[src/rtl/vga_pixel_render.sv]
`default_nettype none
`timescale 1ns/1ps
//==============================================================================
// Module   : vga_pixel_render
// Purpose  : Converts prefetch-RAM words into 8-bit palette indices, one pixel
//            per vga_clk. Supports text mode (font ROM, cursor), 4-colour and
//            256-colour modes. Optional macro VGA_TEXT_BLINK_EN enables
//            character blink and a blinking cursor.
// Revision : 1.0 - initial release
//==============================================================================
module vga_pixel_render #(
  parameter logic [3:0] CURSOR_FIRST_LINE = 4'd14,
  parameter logic [3:0] CURSOR_LAST_LINE  = 4'd15
) (
  input  logic        vga_clk,
  input  logic        reset_n,
  input  logic [1:0]  mode,
  input  logic        de,
  input  logic [9:0]  row,
  input  logic [9:0]  col,
  input  logic [15:0] q,
  output logic [11:0] font_address,
  input  logic [7:0]  font_data,
  input  logic        cursor_enable,
  input  logic [4:0]  cursor_row,
  input  logic [6:0]  cursor_col,
  output logic [7:0]  pixel,
  output logic        pixel_valid
);

  localparam logic [1:0] c_MODE_TEXT      = 2'd0;
  localparam logic [1:0] c_MODE_4_COLOR   = 2'd1;
  localparam logic [1:0] c_MODE_256_COLOR = 2'd2;
  localparam logic [3:0] c_CURSOR_SPAN    = CURSOR_LAST_LINE - CURSOR_FIRST_LINE;

  // S0: combinational decode of the raw row/col
  logic [3:0] w_line_ofs;
  logic       w_cursor_hit;
  logic       w_frame_start;

  // Offset compare keeps the line range check valid for any first/last pair.
  assign w_line_ofs    = row[3:0] - CURSOR_FIRST_LINE;
  assign w_cursor_hit  = cursor_enable && (row[8:4] == cursor_row) &&
                         (col[9:3] == cursor_col) && (w_line_ofs <= c_CURSOR_SPAN);
  assign w_frame_start = de && (row == 10'd0) && (col == 10'd0);

  logic [4:0] r_frame_count;

  always_ff @(posedge vga_clk or negedge reset_n) begin
    if (!reset_n) begin
      r_frame_count <= 5'd0;
    end else if (w_frame_start) begin
      r_frame_count <= r_frame_count + 5'd1;
    end
  end

  // S1 registers
  logic       r_s1_de;
  logic [1:0] r_s1_mode;
  logic [3:0] r_s1_row;
  logic [3:0] r_s1_col;
  logic       r_s1_hit;

  // S2 registers
  logic        r_s2_de;
  logic [1:0]  r_s2_mode;
  logic [3:0]  r_s2_col;
  logic        r_s2_hit;
  logic [15:0] r_s2_q;

  always_ff @(posedge vga_clk or negedge reset_n) begin
    if (!reset_n) begin
      r_s1_de   <= 1'b0;
      r_s1_mode <= 2'd0;
      r_s1_row  <= 4'd0;
      r_s1_col  <= 4'd0;
      r_s1_hit  <= 1'b0;
      r_s2_de   <= 1'b0;
      r_s2_mode <= 2'd0;
      r_s2_col  <= 4'd0;
      r_s2_hit  <= 1'b0;
      r_s2_q    <= 16'd0;
    end else begin
      r_s1_de   <= de;
      r_s1_mode <= mode;
      r_s1_row  <= row[3:0];
      r_s1_col  <= col[3:0];
      r_s1_hit  <= w_cursor_hit;
      r_s2_de   <= r_s1_de;
      r_s2_mode <= r_s1_mode;
      r_s2_col  <= r_s1_col;
      r_s2_hit  <= r_s1_hit;
      r_s2_q    <= q;
    end
  end

  // The font address must leave in the same cycle q arrives so the ROM data
  // lines up with S2; otherwise the last driven address is held.
  logic        w_font_drive;
  logic [11:0] r_font_hold;

  assign w_font_drive = r_s1_de && (r_s1_mode == c_MODE_TEXT);
  assign font_address = w_font_drive ? {q[7:0], r_s1_row} : r_font_hold;

  always_ff @(posedge vga_clk or negedge reset_n) begin
    if (!reset_n) begin
      r_font_hold <= 12'd0;
    end else begin
      r_font_hold <= font_address;
    end
  end

  // S2: pixel selection
  logic [7:0] w_attr;
  logic [3:0] w_fg;
  logic [3:0] w_bg;
  logic       w_glyph_bit;
  logic       w_text_on;
  logic [7:0] w_byte4;
  logic [1:0] w_val4;
  logic [7:0] w_pix;

  assign w_attr      = r_s2_q[15:8];
  assign w_fg        = w_attr[3:0];
  assign w_glyph_bit = font_data[~r_s2_col[2:0]];

`ifdef VGA_TEXT_BLINK_EN
  logic w_blink_phase;
  assign w_blink_phase = r_frame_count[4];
  assign w_bg          = {1'b0, w_attr[6:4]};
  assign w_text_on     = (w_glyph_bit & ~(w_attr[7] & w_blink_phase)) |
                         (r_s2_hit & ~w_blink_phase);
`else
  assign w_bg          = w_attr[7:4];
  assign w_text_on     = w_glyph_bit | r_s2_hit;
`endif

  assign w_byte4 = r_s2_col[3] ? r_s2_q[15:8] : r_s2_q[7:0];

  always_comb begin
    w_val4 = 2'd0;
    case (r_s2_col[2:1])
      2'd0:    w_val4 = w_byte4[7:6];
      2'd1:    w_val4 = w_byte4[5:4];
      2'd2:    w_val4 = w_byte4[3:2];
      default: w_val4 = w_byte4[1:0];
    endcase
  end

  always_comb begin
    w_pix = 8'd0;
    case (r_s2_mode)
      c_MODE_TEXT:      w_pix = {4'd0, w_text_on ? w_fg : w_bg};
      c_MODE_4_COLOR:   w_pix = {6'd0, w_val4};
      c_MODE_256_COLOR: w_pix = r_s2_col[1] ? r_s2_q[15:8] : r_s2_q[7:0];
      default:          w_pix = 8'd0;
    endcase
  end

  // S3: output registers
  logic [7:0] r_pixel;
  logic       r_pixel_valid;

  always_ff @(posedge vga_clk or negedge reset_n) begin
    if (!reset_n) begin
      r_pixel       <= 8'd0;
      r_pixel_valid <= 1'b0;
    end else begin
      r_pixel       <= r_s2_de ? w_pix : 8'd0;
      r_pixel_valid <= r_s2_de;
    end
  end

  assign pixel       = r_pixel;
  assign pixel_valid = r_pixel_valid;

endmodule
`default_nettype wire

[config.mk]
export PLATFORM = sky130hd
export DESIGN_NAME = vga_pixel_render
export DESIGN_NICKNAME = d
export VERILOG_FILES = /design/src/rtl/vga_pixel_render.sv
export SDC_FILE = /design/constraint.sdc
export NUM_CORES = 1
export LEC_CHECK = 0
export ABC_AREA = 1
export BUFFER_PORTS_ARGS = -buffer_cell sky130_fd_sc_hd__buf_2
export CORE_ASPECT_RATIO = 1.4
export CORE_MARGIN = 2
export CORE_UTILIZATION = 52
export CTS_CLUSTER_DIAMETER = 200
export DETAILED_ROUTE_END_ITERATION = 6
export PLACE_DENSITY = 0.91
export SLEW_MARGIN = 20
export SYNTH_ARGS = -nofsm -noshare
export SYNTH_HDL_FRONTEND = slang
export SYNTH_SLANG_ARGS = --single-unit
[constraint.sdc]
create_clock -name vga_clk -period 3 [get_ports vga_clk]
set_clock_uncertainty 0.05 [all_clocks]
set_input_delay 0.3 -clock vga_clk [delete_from_list [all_inputs] [get_ports vga_clk]]
set_output_delay 0.3 -clock vga_clk [all_outputs]
set_load 0.02 [all_outputs]
# [Yosys cells after proc, flatten, opt, wreduce, memory -nomap -nowiden]
# Index checks and enable logic that the tools add are counted.
# Widths: inputs -> output; s select.
[totals] regBits=57 out_inout_bits=21 word_cells=40 inputBits=62
[op_classes] n_mux=9 add_sub_neg=1 n_lt_le_gt_ge=2 eq_ne=6 bitwise_logic=2 reduce_logical=7
[op_table] op="$mux 8" count=3
[op_table] op="$pmux 8 s3" count=1
[op_table] op="$mux 12" count=1
[op_table] op="$eq 7x7->1" count=1
[op_table] op="$logic_not 2->1" count=3
[op_table] op="$pmux 2 s3" count=1
[op_table] op="$eq 5x5->1" count=1
[op_table] op="$eq 2x1->1 const B" count=2
[op_table] op="$eq 2x2->1 const B" count=2
[op_table] op="$le 4x1->1 const B" count=1
[op_table] op="$logic_and 1x1->1" count=4
[op_table] op="$lt 3x4->1 const B" count=1
[op_table] op="$mux 4" count=1
[op_table] op="$sub 4x4->4 const B" count=1
[op_table] op="$bmux 1 s3" count=1
[op_table] op="$not 3->3" count=1
[op_table] op="$mux 1" count=1
[op_table] op="$or 1x1->1" count=1

# [Logic depth before layout (Yosys ltp)]
[logic_depth] word_depth=7 depth_mapped=10 ltp_nobuf=10

# [Least setup slack after synthesis]
# No wires, ideal clock.
[synth_path] path_kind="register -> output" startpoint="register r_s1_de" endpoint="output port font_address[0]" path_slack_ps=1575 path_stages_with_launch=4 required_time_ps=2650 path_buffers=1 arrival_ps=1075 path_cell_list="dfrtp_1 -> nand2_1 -> buf_2 -> mux2_2"
[synth_between] elab_chain_len=2
[synth_lines] element="start, declared" line_no="58" text="logic r_s1_de;"
[synth_lines] element="start signal, assigned" line_no="73" text="r_s1_de <= 1'b0;"
[synth_lines] element="start signal, assigned" line_no="84" text="r_s1_de <= de;"
[synth_lines] element="$logic_and 1x1->1" line_no="102" text="assign w_font_drive = r_s1_de && (r_s1_mode == c_MODE_TEXT);"
[synth_lines] element="$mux 12" line_no="103" text="assign font_address = w_font_drive ? {q[7:0], r_s1_row} : r_font_hold;"
[synth_lines] element="end, declared" line_no="22" text="output logic [11:0] font_address,"
# No other way between the ends.

# [Final worst setup path]
[layout_path] startpoint="register r_s1_mode[1]" endpoint="output port font_address[2]"
[layout_between] elab_chain_len=3
[layout_lines] element="start, declared" line_no="59" text="logic [1:0] r_s1_mode;"
[layout_lines] element="start signal, assigned" line_no="85" text="r_s1_mode <= mode;"
[layout_lines] element="$logic_not 2->1" line_no="102"
[layout_lines] element="$logic_and 1x1->1" line_no="102"
[layout_lines] element="$mux 12" line_no="103"
# No other way between the ends.

==> impl_metrics.json <==
{
  "final_hold_viol_count": 0,
  "syn-num-nets": 293,
  "die_area_um2": 4998,
  "critPathArrivalTime_ns": 1.73,
  "vias_per_cell": 4.917,
  "dieWidth_um": 60.33,
  "crit_chain": "nor2_1 -> nand2_1 -> mux2_2 -> buf_2",
  "critical_path.slowest_cell": "mux2_2",
  "postCtsSetupBuffers": 0,
  "final_cells": 386,
  "overflow": 0,
  "timing.rr.start": "r_s2_col[1]$_DFF_PN0_",
  "clock_latency_ns": 0.32,
  "slowest_delay_ns": 0.41,
  "drive_above_1_share_pct": 36.20,
  "ys.warnings.count": 0,
  "htree_levels": 3,
  "start_util_pct": 54.49,
  "numCtsBuffers": 9,
  "worstSetupPathType": "flip-flop to primary output",
  "drt_wl_total_um": 4690,
  "drv_cap": 0,
  "io_pins": 83,
  "min_period_ns": 2.079,
  "cp.required_ns": 2.65,
  "dp_hpwl_um": 3495,
  "power_density_nw_per_um2": 646.0,
  "holdCritStartpoint": "q[11]",
  "leakage_nw": 1.615,
  "grt_start_max_net_pins": 50,
  "cp-end-kind": "primary output",
  "start_kind": "flip-flop",
  "timing.final.ws_setup_ns": 0.9213,
  "max_freq_mhz": 481.1,
  "ff2ff_setup_slack_ns": 1.37,
  "finalPower_mw": 1.956,
  "peakVddDrop_mv": 0.7686,
  "synth_cells": 230,
  "hold_path_depth": 1,
  "synth_seq_area_share_pct": 61.76,
  "postRouteAntennaNets": 0,
  "hold_end": "r_s2_q[11]$_DFF_PN0_",
  "io_buffer_count": 81,
  "rsz0062_at_grt": "no",
  "syn_area_per_cell_um2": 10.04,
  "ys_ff_latch": 57,
  "synth_cell_type_count": 25,
  "antenna_found_initial": 0,
  "setup_viol": 0,
  "worst-path-max-fanout": 12,
  "timing.rr.end": "pixel[3]$_DFF_PN0_",
  "preCtsSetupSlack_ns": 1.275,
  "vias": 1898,
  "r2r_cells": 9,
  "grt_usage_pct": 21.16,
  "routabilityCongestion": 0.8709,
  "fp-row-count": 28,
  "root_buffer": "clkbuf_8",
  "clk_pin_slew_ns": 0.06,
  "first_pass_iters": 5,
  "grt_first_pass_wirelength_um": 7948,
  "drc": 0,
  "maxSlewHeadroom_pct": 61.68,
  "grt_pass1_vias": 1883,
  "dp_cells": 369,
  "fin_tns_setup_ns": 0,
  "wl_per_cell_um": 12.15,
  "drt-initial-drc-count": 80,
  "cts_tree": "yes",
  "die_y_um": 82.86,
  "final_nets": 384,
  "max_slew.worst_pin.slew_ns": 0.5748,
  "syn_area_um2": 2310,
  "status": "completed",
  "syn2layout_area_growth_pct": 31.09,
  "fin_crit_sh_pct": 69.29,
  "slew_viol_final": 0,
  "clkSinkCount": 57,
  "min_path_type": "primary input to flip-flop",
  "num_antenna_cells": 0,
  "cts_buffer_depth": 2,
  "coreArea_um2": 4239
}
## critical path: cells and delay by family (launching register included)
family,cells,cell delay [ns]
mux,1,0.41
flops,1,0.38
buf+inv,1,0.16
simple gates,2,0.45
## state kept, by name (all words and copies together) (netlist names), 2 cells and up
signal,flops
pixel,8
r_font_hold,12
r_s1_col,4
r_s1_mode,2
r_s1_row,4
r_s2_col,4
r_s2_mode,2
r_s2_q,16
## per-layer routing
metal  track usage (%)  share of wire, %  routed length (um)
met1             24.33                37                1755
met2             34.39                53                2497
met3             7.009               7.4                 347
met4             10.10               1.9                  89
met5                 0                 0                   0
## placed cells by master, fill, tap and decap left out, types with 3 or more instances in the layout
cell,n
a21oi_1,12
buf_2,80
bufinv_16,3
clkbuf_8,9
dfrtp_1,57
inv_1,31
inv_2,3
mux2_2,12
nand2_1,48
nand3_1,12
nor2_1,16
nor2_2,3
o21ai_0,12
xor2_1,4
## cells in the mapped netlist
library cell   n  area share [%]
o22ai_1        2            0.54
nor2_4         1            0.49
o211ai_1       1            0.33
nor4_1         2            0.54
inv_2          3            0.49
o21ai_1        1            0.22
nor2_1        16             2.6
buf_2          2            0.43
nand3_2        1            0.43
or2_0          2            0.54
nand3b_1       1            0.33
nand2_1       48             7.8
nor2_2         3            0.81
a221oi_1       2            0.76
ha_1           1            0.54
dfrtp_1       57              62
xor2_1         4             1.5
a21oi_1       12             2.6
nand3_1       12             2.6
buf_4          1            0.33
inv_1         31             5.0
a211oi_1       1            0.33
o21ai_0       12             2.6
mux2_2        12             5.9
nand2_2        2            0.54
## what timing repair did
item | in CTS | in global routing
endpoints found under the hold margin | 0 | 43
gates resized for setup | 0 | 0
hold buffers | 0 | 1
## layout make-up
cell class	count	area [um^2]
Clock buffer	11	131.4
Clock inverter	5	103.9
Fill cell	308	1211
Inverter	34	127.6
Multi-Input combinational cell	136	738.2
Sequential cell	57	1426
Tap cell	60	75.07
Timing Repair Buffer	83	425.4
## cells by family after synthesis
family | synth area share (%)
AOI/OAI and AO/OA | 7.368
xor gates and xnor gates | 1.517
adders and majority gates | 0.5416
buffers and inverters | 6.284
DFF | 61.76
muxes | 5.851
and+or+nand+nor | 16.68
## worst max path at each step
stage                            from  depth (start not counted)                to
2_1_floorplan       r_s1_de$_DFF_PN0_                          3   font_address[0]
3_3_place_gp   r_s1_mode[1]$_DFF_PN0_                          4  font_address[11]
3_5_place_dp   r_s1_mode[1]$_DFF_PN0_                          4   font_address[7]
4_1_cts        r_s1_mode[1]$_DFF_PN0_                          4   font_address[2]
5_1_grt        r_s1_mode[1]$_DFF_PN0_                          4   font_address[2]
6_report       r_s1_mode[1]$_DFF_PN0_                          4   font_address[2]
## report_power, final
| part | total (mW) | switching (mW) | leakage [nW] | internal [mW] |
|---|---|---|---|---|
| Sequential | 0.853 | 0.0253 | 0.685 | 0.828 |
| Combinational | 0.267 | 0.157 | 0.813 | 0.109 |
| Clock | 0.836 | 0.284 | 0.118 | 0.552 |
## metrics by stage
step	util, %	cell area [um^2]	hold WS, ns
after floorplan	-	2310	-0.04559
after global placement	65.58	2780	0.2831
after detailed placement	65.58	2780	0.2847
after CTS	71.13	3015	0.01944
after global routing	71.43	3028	0.009906
final	71.43	3028	0.02989
No activity file was read; power rests on OpenSTA's default activity.
